--- config.mk ---
export PLATFORM = sky130hd
export DESIGN_NAME = regfile_access_ctrl
export DESIGN_NICKNAME = d
export VERILOG_FILES = /design/src/rtl/regfile_pkg.sv /design/src/rtl/regfile_access_ctrl_wb_fifo.sv /design/src/rtl/regfile_access_ctrl.sv
export SDC_FILE = /design/constraint.sdc
export NUM_CORES = 1
export LEC_CHECK = 0
export CAP_MARGIN = 10
export CORE_ASPECT_RATIO = 0.5
export CORE_MARGIN = 2
export CORE_UTILIZATION = 40
export DETAILED_ROUTE_END_ITERATION = 10
export PLACE_DENSITY = 0.57
export RECOVER_POWER = 100
export SYNTH_ARGS = -nofsm -noshare
export SYNTH_HDL_FRONTEND = slang
export SYNTH_SLANG_ARGS = --single-unit
--- constraint.sdc ---
create_clock -name clk -period 25.6 [get_ports clk]
set_input_delay 2.56 -clock clk [delete_from_list [all_inputs] [get_ports clk]]
set_output_delay 2.56 -clock clk [all_outputs]
set_load 0.05 [all_outputs]
--- src/rtl/regfile_pkg.sv ---
// Shared constants and read-FSM state encoding for the register-file access controller.
// No logic; imported by the controller top and its writeback FIFO.
package regfile_pkg;
    localparam int RF_AW       = 4;
    localparam int RF_DW       = 32;
    localparam int RF_NUM_REGS = 16;
    localparam int RF_WB_DEPTH = 4;

    typedef enum logic [1:0] {
        IDLE  = 2'd0,
        ISSUE = 2'd1,
        CAPT  = 2'd2,
        HOLD  = 2'd3
    } rd_state_e;
endpackage

--- src/rtl/regfile_access_ctrl_wb_fifo.sv ---
// Writeback FIFO: pops its head every cycle it is non-empty; push accepted unless full and not popping.
// Exposes a newest-first forwarding lookup over entries that survive this cycle's pop plus the incoming push.
module wb_fifo
    import regfile_pkg::*;
#(
    parameter int DEPTH  = RF_WB_DEPTH,
    parameter int DATA_W = RF_DW,
    parameter int ADDR_W = RF_AW
) (
    input  logic              clk,
    input  logic              rst,
    input  logic              i_push_vld,
    input  logic [ADDR_W-1:0] i_push_dst,
    input  logic [DATA_W-1:0] i_push_dat,
    output logic              o_push_rdy,
    output logic              o_pop_vld,
    output logic [ADDR_W-1:0] o_pop_dst,
    output logic [DATA_W-1:0] o_pop_dat,
    output logic              o_empty,
    input  logic [ADDR_W-1:0] i_cmp_a,
    input  logic [ADDR_W-1:0] i_cmp_b,
    output logic              o_hit_a,
    output logic              o_hit_b,
    output logic [DATA_W-1:0] o_fwd_a,
    output logic [DATA_W-1:0] o_fwd_b
);
    localparam int PW = $clog2(DEPTH);

    logic [ADDR_W-1:0] r_dst [DEPTH];
    logic [DATA_W-1:0] r_dat [DEPTH];
    logic [PW-1:0]     r_wr_ptr;
    logic [PW-1:0]     r_rd_ptr;
    logic [PW:0]       r_count;

    logic              w_push;
    logic              w_pop;
    logic              w_full;
    logic [DEPTH-1:1]  w_match_a;
    logic [DEPTH-1:1]  w_match_b;

    assign o_empty    = (r_count == '0);
    assign w_full     = (r_count == (PW+1)'(DEPTH));
    assign w_pop      = !o_empty;
    assign o_push_rdy = !w_full || w_pop;
    assign w_push     = i_push_vld && o_push_rdy;
    assign o_pop_vld  = w_pop;
    assign o_pop_dst  = w_pop ? r_dst[r_rd_ptr] : '0;
    assign o_pop_dat  = w_pop ? r_dat[r_rd_ptr] : '0;

    always_ff @(posedge clk or posedge rst) begin
        if (rst) begin
            r_wr_ptr <= '0;
            r_rd_ptr <= '0;
            r_count  <= '0;
            for (int i = 0; i < DEPTH; i++) begin
                r_dst[i] <= '0;
                r_dat[i] <= '0;
            end
        end else begin
            if (w_push) begin
                r_dst[r_wr_ptr] <= i_push_dst;
                r_dat[r_wr_ptr] <= i_push_dat;
                r_wr_ptr        <= r_wr_ptr + 1'b1;
            end
            if (w_pop) begin
                r_rd_ptr <= r_rd_ptr + 1'b1;
            end
            r_count <= r_count + (PW+1)'(w_push) - (PW+1)'(w_pop);
        end
    end

    // Match vector indexed by age; age 0 is the head, which is always popped this cycle.
    always_comb begin
        w_match_a = '0;
        w_match_b = '0;
        for (int i = 1; i < DEPTH; i++) begin
            if ((PW+1)'(i) < r_count) begin
                w_match_a[i] = (r_dst[r_rd_ptr + PW'(i)] == i_cmp_a);
                w_match_b[i] = (r_dst[r_rd_ptr + PW'(i)] == i_cmp_b);
            end
        end
    end

    always_comb begin
        o_hit_a = 1'b0;
        o_hit_b = 1'b0;
        o_fwd_a = '0;
        o_fwd_b = '0;
        for (int i = 1; i < DEPTH; i++) begin
            if (w_match_a[i]) begin
                o_hit_a = 1'b1;
                o_fwd_a = r_dat[r_rd_ptr + PW'(i)];
            end
            if (w_match_b[i]) begin
                o_hit_b = 1'b1;
                o_fwd_b = r_dat[r_rd_ptr + PW'(i)];
            end
        end
        if (w_push && (i_push_dst == i_cmp_a)) begin
            o_hit_a = 1'b1;
            o_fwd_a = i_push_dat;
        end
        if (w_push && (i_push_dst == i_cmp_b)) begin
            o_hit_b = 1'b1;
            o_fwd_b = i_push_dat;
        end
    end
endmodule

--- src/rtl/regfile_access_ctrl.sv ---
// Register-file initiator: operand reads (accept -> op_valid after 3 cycles, held until op_ready)
// and queued writebacks drained one per cycle, with pending writeback data forwarded to reads.
module regfile_access_ctrl
    import regfile_pkg::*;
#(
    parameter int WB_DEPTH = RF_WB_DEPTH,
    parameter int DW       = RF_DW,
    parameter int AW       = RF_AW
) (
    input  logic          clk,
    input  logic          rst,
    input  logic          rd_valid,
    output logic          rd_ready,
    input  logic [AW-1:0] rd_src_a,
    input  logic          rd_use_a,
    input  logic [AW-1:0] rd_src_b,
    input  logic          rd_use_b,
    output logic          op_valid,
    input  logic          op_ready,
    output logic [DW-1:0] op_a,
    output logic [DW-1:0] op_b,
    input  logic          wb_valid,
    output logic          wb_ready,
    input  logic [AW-1:0] wb_dst,
    input  logic [DW-1:0] wb_data,
    output logic          wb_empty,
    output logic [AW-1:0] rf_dir_a,
    output logic [AW-1:0] rf_dir_b,
    output logic          rf_re_a_n,
    output logic          rf_re_b_n,
    output logic [AW-1:0] rf_dir_wr,
    output logic [DW-1:0] rf_di,
    output logic          rf_we_n,
    input  logic [DW-1:0] rf_data_a,
    input  logic [DW-1:0] rf_data_b
);
    rd_state_e     r_state;
    logic [AW-1:0] r_rf_dir_a;
    logic [AW-1:0] r_rf_dir_b;
    logic          r_re_a_n;
    logic          r_re_b_n;
    logic          r_use_a;
    logic          r_use_b;
    logic          r_hit_a;
    logic          r_hit_b;
    logic [DW-1:0] r_fwd_a;
    logic [DW-1:0] r_fwd_b;
    logic [DW-1:0] r_op_a;
    logic [DW-1:0] r_op_b;
    logic          r_op_valid;

    logic          w_pop_vld;
    logic [AW-1:0] w_pop_dst;
    logic [DW-1:0] w_pop_dat;
    logic          w_fifo_empty;
    logic          w_hit_a;
    logic          w_hit_b;
    logic [DW-1:0] w_fwd_a;
    logic [DW-1:0] w_fwd_b;

    wb_fifo #(
        .DEPTH  (WB_DEPTH),
        .DATA_W (DW),
        .ADDR_W (AW)
    ) u_wb_fifo (
        .clk        (clk),
        .rst        (rst),
        .i_push_vld (wb_valid),
        .i_push_dst (wb_dst),
        .i_push_dat (wb_data),
        .o_push_rdy (wb_ready),
        .o_pop_vld  (w_pop_vld),
        .o_pop_dst  (w_pop_dst),
        .o_pop_dat  (w_pop_dat),
        .o_empty    (w_fifo_empty),
        .i_cmp_a    (r_rf_dir_a),
        .i_cmp_b    (r_rf_dir_b),
        .o_hit_a    (w_hit_a),
        .o_hit_b    (w_hit_b),
        .o_fwd_a    (w_fwd_a),
        .o_fwd_b    (w_fwd_b)
    );

    // The popped entry is committed on this cycle's negedge, ahead of any read on the next posedge.
    assign rf_we_n   = !w_pop_vld;
    assign rf_dir_wr = w_pop_dst;
    assign rf_di     = w_pop_dat;
    assign wb_empty  = w_fifo_empty && rf_we_n;

    assign rd_ready  = (r_state == IDLE);
    assign rf_dir_a  = r_rf_dir_a;
    assign rf_dir_b  = r_rf_dir_b;
    assign rf_re_a_n = r_re_a_n;
    assign rf_re_b_n = r_re_b_n;
    assign op_valid  = r_op_valid;
    assign op_a      = r_op_a;
    assign op_b      = r_op_b;

    always_ff @(posedge clk or posedge rst) begin
        if (rst) begin
            r_state    <= IDLE;
            r_rf_dir_a <= '0;
            r_rf_dir_b <= '0;
            r_re_a_n   <= 1'b1;
            r_re_b_n   <= 1'b1;
            r_use_a    <= 1'b0;
            r_use_b    <= 1'b0;
            r_hit_a    <= 1'b0;
            r_hit_b    <= 1'b0;
            r_fwd_a    <= '0;
            r_fwd_b    <= '0;
            r_op_a     <= '0;
            r_op_b     <= '0;
            r_op_valid <= 1'b0;
        end else begin
            case (r_state)
                IDLE: begin
                    if (rd_valid) begin
                        r_rf_dir_a <= rd_src_a;
                        r_rf_dir_b <= rd_src_b;
                        r_use_a    <= rd_use_a;
                        r_use_b    <= rd_use_b;
                        r_re_a_n   <= !rd_use_a;
                        r_re_b_n   <= !rd_use_b;
                        r_state    <= ISSUE;
                    end
                end
                ISSUE: begin
                    r_re_a_n <= 1'b1;
                    r_re_b_n <= 1'b1;
                    r_hit_a  <= w_hit_a;
                    r_hit_b  <= w_hit_b;
                    r_fwd_a  <= w_fwd_a;
                    r_fwd_b  <= w_fwd_b;
                    r_state  <= CAPT;
                end
                CAPT: begin
                    r_op_a     <= !r_use_a ? '0 : (r_hit_a ? r_fwd_a : rf_data_a);
                    r_op_b     <= !r_use_b ? '0 : (r_hit_b ? r_fwd_b : rf_data_b);
                    r_op_valid <= 1'b1;
                    r_state    <= HOLD;
                end
                HOLD: begin
                    if (op_ready) begin
                        r_op_valid <= 1'b0;
                        r_state    <= IDLE;
                    end
                end
                default: r_state <= IDLE;
            endcase
        end
    end
endmodule
# [Yosys cells after proc, flatten, opt, wreduce, memory -nomap -nowiden]
# Cells that the tools add are included.
[word_totals] reg_bits=296 inputBits=115 out_inout_bits=115
[op_classes] n_addsub=6 n_lt_le_gt_ge=9 eq_ne=14 mux=67 bitwise=5 n_reduce_logical=17
[op_table] cell="$mux W32" count=22
[op_table] cell="$bmux W32 S2" count=4
[op_table] cell="$bwmux W128" count=1
[op_table] cell="$demux W32 S2" count=1
[op_table] cell="$mux W4" count=10
[op_table] cell="$bmux W4 S2" count=4
[op_table] cell="$eq A4 B4 Y1" count=8
[op_table] cell="$mux W1" count=17
[op_table] cell="$bwmux W16" count=1
[op_table] cell="$ge A3 B3 Y1 const B" count=5
[op_table] cell="$not A2 Y3" count=5
[op_table] cell="$demux W4 S2" count=1
[op_table] cell="$pmux W2 S4" count=1
[op_table] cell="$reduce_and A2 Y1" count=4
[op_table] cell="$lt A2 B3 Y1 const A" count=2
[op_table] cell="$pmux W1 S2" count=3
[op_table] cell="$add A2 B1 Y2 const B" count=2
[op_table] cell="$add A2 B2 Y2 const B" count=2
[op_table] cell="$eq A2 B2 Y1 const B" count=2
[op_table] cell="$logic_and A1 B1 Y1" count=4
[op_table] cell="$logic_not A1 Y1" count=4
[op_table] cell="$mux W2" count=2
[op_table] cell="$ne A2 B2 Y1 const B" count=2
[op_table] cell="$reduce_bool A2 Y1" count=2
[op_table] cell="9 further kinds" count=9

# [Logic depth before layout (Yosys ltp)]
# Gate-level depths: netlist of the first run.
[logic_depth] depth_word=11 ltp_mapped=11 mapped_depth_nobuf=8

# [Hierarchy]
# From an unflattened synthesis of the first run, not the netlist that was laid out.
[unflattened] hier_cells=1707 hier_area_um2=17933.4
[by_module_without_submodules] mod="wb_fifo" instances=1 cells_per_inst=1237 area_per_inst_um2=11732.5 seq_area_each_um2=3778.6
[by_module_without_submodules] mod="regfile_access_ctrl" instances=1 cells_per_inst=470 area_per_inst_um2=6200.9 seq_area_each_um2=3631.0

# [Worst setup path after synthesis of the first run]
# OpenSTA, ideal clock, no wires.
[synth_path] path_kind="register to output" from="register u_wb_fifo.r_rd_ptr[0]" to="output rf_dir_wr[2]" arrival_time_ps=2835 slack_ps=20205 path_stages_with_launch=10 path_buffers=8 path_cell_list="dfrtp_1 > buf_4 > buf_6 > buf_4 > buf_6 > buf_2 > buf_2 > buf_2 > buf_2 > a211oi_1"
[synth_between] elab_chain_len=5
[synth_rtl] item="start, declared" line_no="regfile_access_ctrl_wb_fifo.sv:32" source="logic [PW-1:0] r_rd_ptr;"
[synth_rtl] item="start signal, assigned" line_no="regfile_access_ctrl_wb_fifo.sv:66" source="r_rd_ptr <= r_rd_ptr + 1'b1;"
[synth_rtl] item="$not A2 Y3 (not written as such)" line_no="regfile_access_ctrl_wb_fifo.sv:47" source="assign o_pop_dst = w_pop ? r_dst[r_rd_ptr] : '0;"
[synth_rtl] item="$bmux W4 S2" line_no="regfile_access_ctrl_wb_fifo.sv:47"
[synth_rtl] item="$mux W4 (not written as such) (2 in a row)" line_no="regfile_access_ctrl_wb_fifo.sv:47"
[synth_rtl] item="$mux W4" line_no="regfile_access_ctrl_wb_fifo.sv:47"
[synth_rtl] item="end, declared" line_no="regfile_access_ctrl.sv:31" source="output logic [AW-1:0] rf_dir_wr,"
# Every way passes these cells. The select of a mux whose other input is x is not followed.

# [Final worst setup path of the first run]
[layout_path] from="register u_wb_fifo.r_rd_ptr[0]" to="output rf_dir_wr[3]"
# The elaborated chain is that of the path after synthesis.

==> results.ini, run 1 <==
[outcome]
failed_checks = capacitance limit, slew limit
status = complete, but fails checks

[cells_and_area]
final_cells = 2429
area_delta_synth_final_pct = 20.1
final_core_util_pct = 49.0
regArea_um2 = 7410
final_common_cell = dfrtp_1
layout_common_cells = 292 x dfrtp_1, 227 x mux2_2, 200 x mux2i_1
multi_input_area_um2 = 9360
fillers = 4069
drive_gt1_share_pct = 17.9
n_antenna_cell = 0
nNetsFinal = 1945

[worst_setup_path]
cp-end-kind = output port
critPathBufInv = 2
slowest_delay_ns = 6.27
timing.critical_path.depth = 4
crit_family = buffers and inverters
path_class = flop to output port
reg2reg_depth = 7
crit_path_max_fanout = 185
crit_path_start_kind = flop
critPathSlowestCell = clkbuf_1
cp.required_ns = 23.04
worstPathCellList = clkbuf_1 -> mux4_2 -> nor2b_1 -> dlygate4sd3_1
worstPathArrival_ns = 10.63

[clock_tree]
clk-insertion-delay-late_ns = 0.59
cts_buffer_depth = 3
clock_sinks = 296
cts_hold_buf = 0
htreeDepth = 1
cts_resized = 0
root_buffer = clkbuf_16
tritoncts = built
cts_setup_buffers = 0
cts_made_buffers = 30
clk_pin_slew_worst_paths_ns = 0.06

[logic_synthesis]
syn_inst = 1691
ys_ff_latch = 296
yosysWarnings = 0
synthesis.nets = 1819
ys.flop_type = dfrtp_1
async_flop_share_pct = 100
ys_seq_area_share_pct = 41.5
synth-edff-count = 0
synth.avg_cell_area_um2 = 10.6
synth.distinct_cells = 54
syn_area_um2 = 17900

[floorplanning]
num_io_pins = 230
num_rows = 54
die-area_um2 = 46400
initial_core_util_pct = 40.8
core-area_um2 = 43800
die_w_um = 303
dieHeight_um = 153

[timing]
finalCriticalPeriod_ns = 13.19
tightestPinTransition_ns = 8.94
timing.fmax_mhz = 75.8
tns_ns = 0
finalHoldViolations = 0
finalSetupViolations = 0
relSlewSlack_pct = -496
drv_slew = 836
setup_ws_ns = 12.41
finClkSkew_ns = 0.0209
rsz0062_at_grt = false
min_period_over_period_pct = 51.5

[flow_run]
max_cap_viol_count = 13

[global_route]
grt_pass1_vias = 13800
grt_max_degree = 186
grt_pass1_wl_um = 86400
grt_antenna_before_repair = 2
track_usage_pct = 24.2
grt_overflow = 0

[drt]
wl_per_cell_um = 23.4
vias_per_cell = 5.77
num_vias = 14000
drc = 0
drt_wl_total_um = 56800
drt-initial-drc-count = 1108
first_pass_iters = 5
postRouteAntennaNets = 0

[placed_design]
globalplace.congestion = 0.818
portBuffers = 228
pre_cts_slack_ns = 19.06
dp_hpwl_um = 35000
placedCellCount = 2373

[hold_path]
min_path_cells = 1
hp-class = flop to flop

==> final timing paths <==
kind	from	end	slack [ns]
worst min register to register	r_use_a	r_use_a	0.51
min in group asynchronous	rst	op_a[5]	3.87
worst max register to register	u_wb_fifo.r_rd_ptr[0]	r_fwd_a[12]	13.70
worst max-delay path	u_wb_fifo.r_rd_ptr[0]	rf_dir_wr[3]	12.41
worst min-delay path	r_use_a	r_use_a	0.51
max in group asynchronous	rst	r_hit_b	12.81
==> cell families after synthesis <==
logic type | Yosys count | share of synthesized area (%)
AOI/OAI and AO/OA | 372 | 14.7
xor gates and xnor gates | 36 | 1.77
adders and majority gates | 13 | 0.953
buffers and inverters | 265 | 6.39
DFF | 296 | 41.5
muxes | 440 | 27.1
other | 1 | 0.0210
and+or+nand+nor | 268 | 7.51
==> worst reg2reg max path, cell delays in order (launching register included) <==
cell and delay, ns:
dfrtp_1 1.38, clkbuf_1 6.27, mux4_1 1.65, xnor2_1 0.18, o2111a_1 0.23, nand2_1 1.09
o221ai_1 0.79, a22oi_1 0.16
==> through the flow <==
| step | hold WS [ns] | instance area, um^2 |
|---|---|---|
| 2_1_floorplan | 0.480 | 17900 |
| 3_3_place_gp | 0.492 | 20400 |
| 3_5_place_dp | 0.496 | 20400 |
| 4_1_cts | 0.511 | 21500 |
| 5_1_grt | 0.539 | 21400 |
| 6_report | 0.507 | 21400 |
==> flip-flops by register name, summed over array words and instances (netlist names), 2 cells and up <==
signal / cells
r_fwd_b: 32
op_a: 32
rf_dir_a: 4
r_fwd_a: 32
u_wb_fifo.r_count: 3
u_wb_fifo.r_rd_ptr: 2
op_b: 32
u_wb_fifo.r_dat: 128
rf_dir_b: 4
u_wb_fifo.r_dst: 16
u_wb_fifo.r_wr_ptr: 2
r_state: 2
==> layer usage <==
| layer | vias up | part of all wire, % | track usage (%) |
|---|---|---|---|
| met2 | 404 | 43 | 35.7 |
| li1 | 6465 | - | - |
| met1 | 7080 | 48 | 36.5 |
| met4 | 0 | 1.8 | 4.62 |
| met3 | 63 | 6.7 | 5.12 |
| met5 | - | 0 | 0 |
==> cell type report <==
type,instances,area share [%]
multi-input cells,1130,43.6
flip-flops and latches,296,34.6
repair buffers,250,11.3
clock buffers,41,4.12
well taps,588,3.43
inverters,109,1.91
clock inverters,15,1.05
==> synthesized netlist by cell type, types with 6 or more instances <==
master,number,area [um^2]
a2111oi_0,12,105
a211oi_1,21,158
a21oi_1,67,335
a221oi_1,32,280
a22oi_1,20,150
a2bb2oi_1,12,105
and3_1,33,206
buf_1,6,22.5
buf_2,27,135
buf_4,10,75.1
buf_6,10,113
clkbuf_1,103,387
dfrtp_1,294,7360
ha_1,12,150
inv_1,109,409
mux2_2,227,2560
mux2i_1,200,2000
mux4_2,9,203
nand2_1,35,131
nand2b_1,21,131
nor2_1,103,387
nor2b_1,50,313
nor3_1,6,30.0
o21ai_0,29,145
o21ai_1,7,35.0
o221a_1,10,113
o221ai_1,52,455
o22ai_1,97,607
xnor2_1,26,228
xor2_1,10,87.6
Power of run 1 is not shown: default switching activity piles up to over one toggle a cycle in this logic, so the estimate is an artifact.
==> inputs of run 2 (changes only) <==
--- a/config.mk
+++ b/config.mk
@@ -10,7 +10,7 @@
 export CORE_MARGIN = 2
 export CORE_UTILIZATION = 40
 export DETAILED_ROUTE_END_ITERATION = 10
-export PLACE_DENSITY = 0.57
+export PLACE_DENSITY = 0.59
 export RECOVER_POWER = 100
 export SYNTH_ARGS = -nofsm -noshare
 export SYNTH_HDL_FRONTEND = slang
==> constraint.sdc (replaced) <==
create_clock -name clk -period 11.4 [get_ports clk]
set_input_delay 1.14 -clock clk [delete_from_list [all_inputs] [get_ports clk]]
set_output_delay 1.14 -clock clk [all_outputs]
set_load 0.05 [all_outputs]
==> run 2 against run 1 <==
  * The flow still finishes with violations (capacitance limit, slew limit)
  * Final cell count barely moved
  * Die area did not move
  * Via count rose by 0.19%
  * Register-to-register slack got worse by 10 ns
  * Setup slack got worse by 8.9 ns
  * Clock skew barely moved
  * First-iteration DRC count rose by 7.5%
==> results.ini, run 2 (synthesis gave the netlist of run 1 again) <==
[outcome]
status = complete, but fails checks  ; unchanged
failed_checks = capacitance limit, slew limit  ; unchanged

[worst_setup_path]
crit_path_start_kind = flop  ; unchanged
cp.required_ns = 10.26  ; was 23.04 ns
crit_path_max_fanout = 48  ; was 185
rr_endpoint = r_hit_a  ; was r_fwd_a[12]
cp-end-kind = output port  ; unchanged
reg2reg_depth = 8  ; was 7
path_class = flop to output port  ; unchanged
critPathBufInv = 2  ; unchanged
timing.critical_path.depth = 5  ; was 4
worstPathArrival_ns = 6.71  ; was 10.63 ns
cp-endpoint = rf_dir_wr[2]  ; was rf_dir_wr[3]
r2r-start = u_wb_fifo.r_rd_ptr[1]  ; was u_wb_fifo.r_rd_ptr[0]
rrSetupSlack_ns = 3.63  ; was 13.70 ns
cp-startpoint = u_wb_fifo.r_rd_ptr[1]  ; was u_wb_fifo.r_rd_ptr[0]
slowest_delay_ns = 2.24  ; was 6.27 ns
critPathSlowestCell = clkbuf_1  ; unchanged
worstPathCellList = clkbuf_1 -> mux2i_1 -> nor2b_1 -> a211oi_1 -> clkdlybuf4s50_1  ; was clkbuf_1 -> mux4_2 -> nor2b_1 -> dlygate4sd3_1
crit_family = buffers and inverters  ; unchanged

[cells_and_area]
largest_reg_flops = 128  ; unchanged
nNetsFinal = 1946  ; was 1945
drive_gt1_share_pct = 17.7  ; was 17.9%
area_delta_synth_final_pct = 19.6  ; was 20.1%
largest_register = u_wb_fifo.r_dat  ; unchanged
final_common_cell = dfrtp_1  ; unchanged
n_antenna_cell = 0  ; unchanged
layout_common_cells = 291 x dfrtp_1, 227 x mux2_2, 200 x mux2i_1  ; was 292 x dfrtp_1, 227 x mux2_2, 200 x mux2i_1

[timing]
tns_ns = 0  ; unchanged
finalSetupViolations = 0  ; unchanged
relSlewSlack_pct = -219  ; was -496%
finalHoldViolations = 0  ; unchanged
tightestPinTransition_ns = 4.76  ; was 8.94 ns
min_period_over_period_pct = 68.9
drv_slew = 672  ; was 836
rsz0062_at_grt = false  ; unchanged
timing.fmax_mhz = 127
finClkSkew_ns = 0.0213  ; was 0.0209 ns
finalCriticalPeriod_ns = 7.85

[floorplanning]
die_w_um = 303  ; unchanged
num_rows = 54  ; unchanged
num_io_pins = 230  ; unchanged
initial_core_util_pct = 40.8  ; unchanged
die-area_um2 = 46400  ; unchanged
core-area_um2 = 43800  ; unchanged
dieHeight_um = 153  ; unchanged

[drt]
drt_wl_total_um = 55500  ; was 56800 um
vias_per_cell = 5.78  ; was 5.77
drt-initial-drc-count = 1191  ; was 1108
wl_per_cell_um = 22.8  ; was 23.4 um
first_pass_iters = 5  ; unchanged
drc = 0  ; unchanged
postRouteAntennaNets = 0  ; unchanged
num_vias = 14000  ; about the same

[clock_tree]
cts_buffer_depth = 3  ; unchanged
tritoncts = built  ; unchanged
root_buffer = clkbuf_16  ; unchanged
clk-insertion-delay-late_ns = 0.59  ; about the same
cts_hold_buf = 0  ; unchanged
cts_made_buffers = 30  ; unchanged
clock_sinks = 296  ; unchanged
cts_setup_buffers = 0  ; unchanged
htreeDepth = 1  ; unchanged
cts_resized = 0  ; unchanged
clk_pin_slew_worst_paths_ns = 0.07  ; was 0.06 ns

[placed_design]
portBuffers = 228  ; unchanged
dp_hpwl_um = 35500  ; was 35000 um
globalplace.congestion = 0.817  ; was 0.818

[hold_path]
hp-class = flop to flop  ; unchanged
min_path_cells = 1  ; unchanged

[global_route]
grt_antenna_before_repair = 2  ; unchanged
grt_pass1_vias = 13800  ; about the same
grt_overflow = 0  ; unchanged
grt_max_degree = 198  ; was 186
track_usage_pct = 23.8  ; was 24.2%
grt_pass1_wl_um = 85600  ; was 86400 um

[flow_run]
max_cap_viol_count = 15  ; was 13

-- run 2: cell types whose count changed in the layout (fill, tap and decap cells not counted), sizes merged --
cell	before	now
bufinv	6	3
clkbuf	50	49
clkdlybuf4s50	49	114
clkinv	9	14
clkinvlp	1	2
dlygate4sd3	179	114
inv	108	107
-- run 2: layer usage --
| layer | GRT usage (%) | part of all wire, % | up-vias | wire [um] |
|---|---|---|---|---|
| li1 | - | - | 6478 | - |
| met1 | 36.0 | 49 | 7079 | 26900 |
| met2 | 35.6 | 44 | 409 | 24300 |
| met3 | 3.99 | 5.8 | 73 | 3220 |
| met4 | 4.64 | 1.8 | 0 | 1020 |
| met5 | 0 | 0 | - | 0 |
-- run 2: worst register-to-register path, stage by stage, from the launching register on --
cell	delay, ns
dfrtp_1	1.85
clkbuf_1	2.27
mux2i_1	0.72
xor2_1	0.31
and3_1	0.24
o211ai_1	0.59
clkbuf_1	1.22
o2111ai_1	0.23
o21a_1	0.23
-- run 2: worst min path at each step --
| stage | start | slack [ns] | end |
|---|---|---|---|
| floorplan | r_use_a | 0.48 | r_use_a |
| global placement | r_use_b | 0.49 | r_use_b |
| detailed placement | r_use_b | 0.49 | r_use_b |
| CTS | r_use_b | 0.52 | r_use_b |
| global route | r_use_a | 0.54 | r_use_a |
| finish | r_use_b | 0.52 | r_use_b |
-- run 2: final cells by class --
type                       instances  area (um^2)
timing repair buffer             251         2430
clock buffer                      39          856
inverter                         109          410
sequential                       296         7420
fill                            4073        22400
multi-input combinational       1130         9340
clock inverter                    17          163
tap                              588          736
-- run 2: through the flow --
step                      utilization [%]  cells  hold WS (ns)  setup WS [ns]  cell area [um^2]
final                                48.8   2430         0.521           3.55             21300
after global routing                 48.8   2430         0.536           3.13             21300
after CTS                            48.9   2430         0.519           6.34             21400
after detailed placement             46.6   2374         0.493           6.98             20400
after global placement               46.6   2374         0.489           6.99             20400
after floorplan                         -   1691         0.480           2.09             17900
Power of run 2 is left out for the same reason.
==> inputs of run 3 (changes only) <==
==> constraint.sdc (replaced) <==
create_clock -name clk -period 7.05 [get_ports clk]
set_input_delay 0.705 -clock clk [delete_from_list [all_inputs] [get_ports clk]]
set_output_delay 0.705 -clock clk [all_outputs]
set_load 0.05 [all_outputs]
==> run 3 against run 2 <==
  * The run still ends with capacitance limit, slew limit left
  * Count of clock-buffer cells in the layout up 9
  * Via count decreased by 0.52%
  * Utilization shrank 0.19 points
  * Critical path type is now flop to flop
  * Final cell count is essentially flat
==> results.ini, run 3 (synthesis gave the netlist of run 1 again) <==
[global_route]
grt_antenna_before_repair = 1  ; was 2
grt_max_degree = 148  ; was 198
grt_pass1_vias = 13800  ; about the same
track_usage_pct = 23.5  ; was 23.8%
grt_overflow = 0  ; unchanged
grt_pass1_wl_um = 84700  ; was 85600 um

[clock_tree]
clock_sinks = 296  ; unchanged
tritoncts = built  ; unchanged
htreeDepth = 1  ; unchanged
cts_made_buffers = 29  ; was 30
cts_resized = 0  ; unchanged
cts_setup_buffers = 0  ; unchanged
clk_pin_slew_worst_paths_ns = 0.07  ; about the same
root_buffer = clkbuf_16  ; unchanged
cts_buffer_depth = 3  ; unchanged
cts_hold_buf = 0  ; unchanged
clk-insertion-delay-late_ns = 0.58  ; was 0.59 ns

[cells_and_area]
largest_reg_flops = 128  ; unchanged
largest_register = u_wb_fifo.r_dat  ; unchanged
regArea_um2 = 7420  ; about the same
final_common_cell = dfrtp_1  ; unchanged
area_delta_synth_final_pct = 19.1  ; was 19.6%
fillers = 4061  ; was 4073
multi_input_area_um2 = 9350  ; was 9340 um^2
layout_common_cells = 290 x dfrtp_1, 227 x mux2_2, 200 x mux2i_1  ; was 291 x dfrtp_1, 227 x mux2_2, 200 x mux2i_1
nNetsFinal = 1946  ; unchanged
drive_gt1_share_pct = 17.4  ; was 17.7%

[drt]
first_pass_iters = 5  ; unchanged
drt_wl_total_um = 55700  ; was 55500 um
vias_per_cell = 5.75  ; was 5.78
drt-initial-drc-count = 1080  ; was 1191
postRouteAntennaNets = 0  ; unchanged
num_vias = 14000  ; about the same
drc = 0  ; unchanged
wl_per_cell_um = 22.9  ; was 22.8 um

[worst_setup_path]
rr_endpoint = r_fwd_b[6]  ; was r_hit_a
crit_path_max_fanout = 50  ; was 48
path_class = flop to flop  ; was flop to output port
cp.required_ns = 7.41  ; was 10.26 ns
worstPathArrival_ns = 5.85  ; was 6.71 ns
slowest_delay_ns = 1.61  ; was 2.24 ns
cp-end-kind = flop  ; was output port
reg2reg_depth = 7  ; was 8
rrSetupSlack_ns = 1.56  ; was 3.63 ns
r2r-start = u_wb_fifo.r_rd_ptr[0]  ; was u_wb_fifo.r_rd_ptr[1]
worstPathCellList = clkbuf_1 -> mux4_2 -> xnor2_1 -> o2111ai_1 -> nand2_1 -> a221oi_1 -> o22ai_1  ; was clkbuf_1 -> mux2i_1 -> nor2b_1 -> a211oi_1 -> clkdlybuf4s50_1
critPathSlowestCell = clkbuf_1  ; unchanged
crit_path_start_kind = flop  ; unchanged

[timing]
tns_ns = 0  ; unchanged
timing.fmax_mhz = 182
tightestPinTransition_ns = 3.37  ; was 4.76 ns
rsz0062_at_grt = false  ; unchanged
relSlewSlack_pct = -125  ; was -219%
finClkSkew_ns = 0.0194  ; was 0.0213 ns
min_period_over_period_pct = 77.9
drv_slew = 632  ; was 672
finalSetupViolations = 0  ; unchanged
finalCriticalPeriod_ns = 5.49
setup_ws_ns = 1.56  ; was 3.55 ns
finalHoldViolations = 0  ; unchanged

[placed_design]
globalplace.congestion = 0.821  ; was 0.817
dp_hpwl_um = 35500  ; about the same
pre_cts_slack_ns = 2.97  ; was 6.98 ns
portBuffers = 228  ; unchanged

[hold_path]
whs_endpoint = r_use_a  ; was r_use_b
hp-class = flop to flop  ; unchanged
min_path_cells = 1  ; unchanged
hp-start = r_use_a  ; was r_use_b

[floorplanning]
num_rows = 54  ; unchanged
initial_core_util_pct = 40.8  ; unchanged
core-area_um2 = 43800  ; unchanged
dieHeight_um = 153  ; unchanged
num_io_pins = 230  ; unchanged
die-area_um2 = 46400  ; unchanged
die_w_um = 303  ; unchanged

[outcome]
status = complete, but fails checks  ; unchanged
failed_checks = capacitance limit, slew limit  ; unchanged

[flow_run]
max_cap_viol_count = 14  ; was 15

[run 3: cell count changes in the layout (fill, tap and decap cells not counted), sizes merged]
cell,change
bufinv,-3
diode,+1
dlygate4sd3,-1
clkbuf,+11
clkinv,-10
clkdlybuf4s50,+1
buf,-1
[run 3: critical path: cells and delay by family, from the launching register on]
family / cells / cell delay (ns)
AND/OR/NAND/NOR: 1 / 1.05
XOR/XNOR: 1 / 0.16
AO/OA/AOI/OAI: 3 / 0.97
buffers and inverters: 1 / 1.61
flip-flops: 1 / 0.72
multiplexers: 1 / 0.72
[run 3: worst max-delay path by stage]
stage	startpoint	end	slack (ns)	depth (start not counted)
floorplan	rst	op_a[0]	2.42	1
global route	u_wb_fifo.r_rd_ptr[0]	r_fwd_b[8]	1.21	7
detailed placement	u_wb_fifo.r_rd_ptr[0]	r_fwd_a[29]	2.97	8
CTS	u_wb_fifo.r_rd_ptr[0]	rf_di[15]	2.37	5
global placement	u_wb_fifo.r_rd_ptr[0]	r_fwd_a[29]	3.04	8
finish	u_wb_fifo.r_rd_ptr[0]	r_fwd_b[6]	1.56	7
[run 3: per-layer routing]
layer	vias to the layer above	track usage, %	part of all wire [%]
met5	-	0	0
met4	0	5.44	2.0
met3	75	4.51	6.2
met2	393	35.7	44
met1	7019	34.6	47
li1	6479	-	-
[run 3: layout make-up]
type	instances	share of cell area, %
Multi-Input combinational cell	1130	43.9
Timing Repair Buffer	252	11.5
Clock inverter	4	0.106
Inverter	109	1.93
Clock buffer	48	4.17
Tap cell	588	3.46
Sequential cell	296	34.9
Antenna cell	1	0.0118
[run 3: through the flow]
| step | util [%] | hold WS, ns | cell area (um^2) | cells |
|---|---|---|---|---|
| floorplan | - | 0.480 | 17900 | 1691 |
| global placement | 46.6 | 0.490 | 20400 | 2375 |
| detailed placement | 46.6 | 0.495 | 20400 | 2375 |
| CTS | 48.7 | 0.396 | 21300 | 2427 |
| global route | 48.6 | 0.537 | 21300 | 2428 |
| finish | 48.6 | 0.513 | 21300 | 2428 |
Power of run 3 is left out for the same reason.
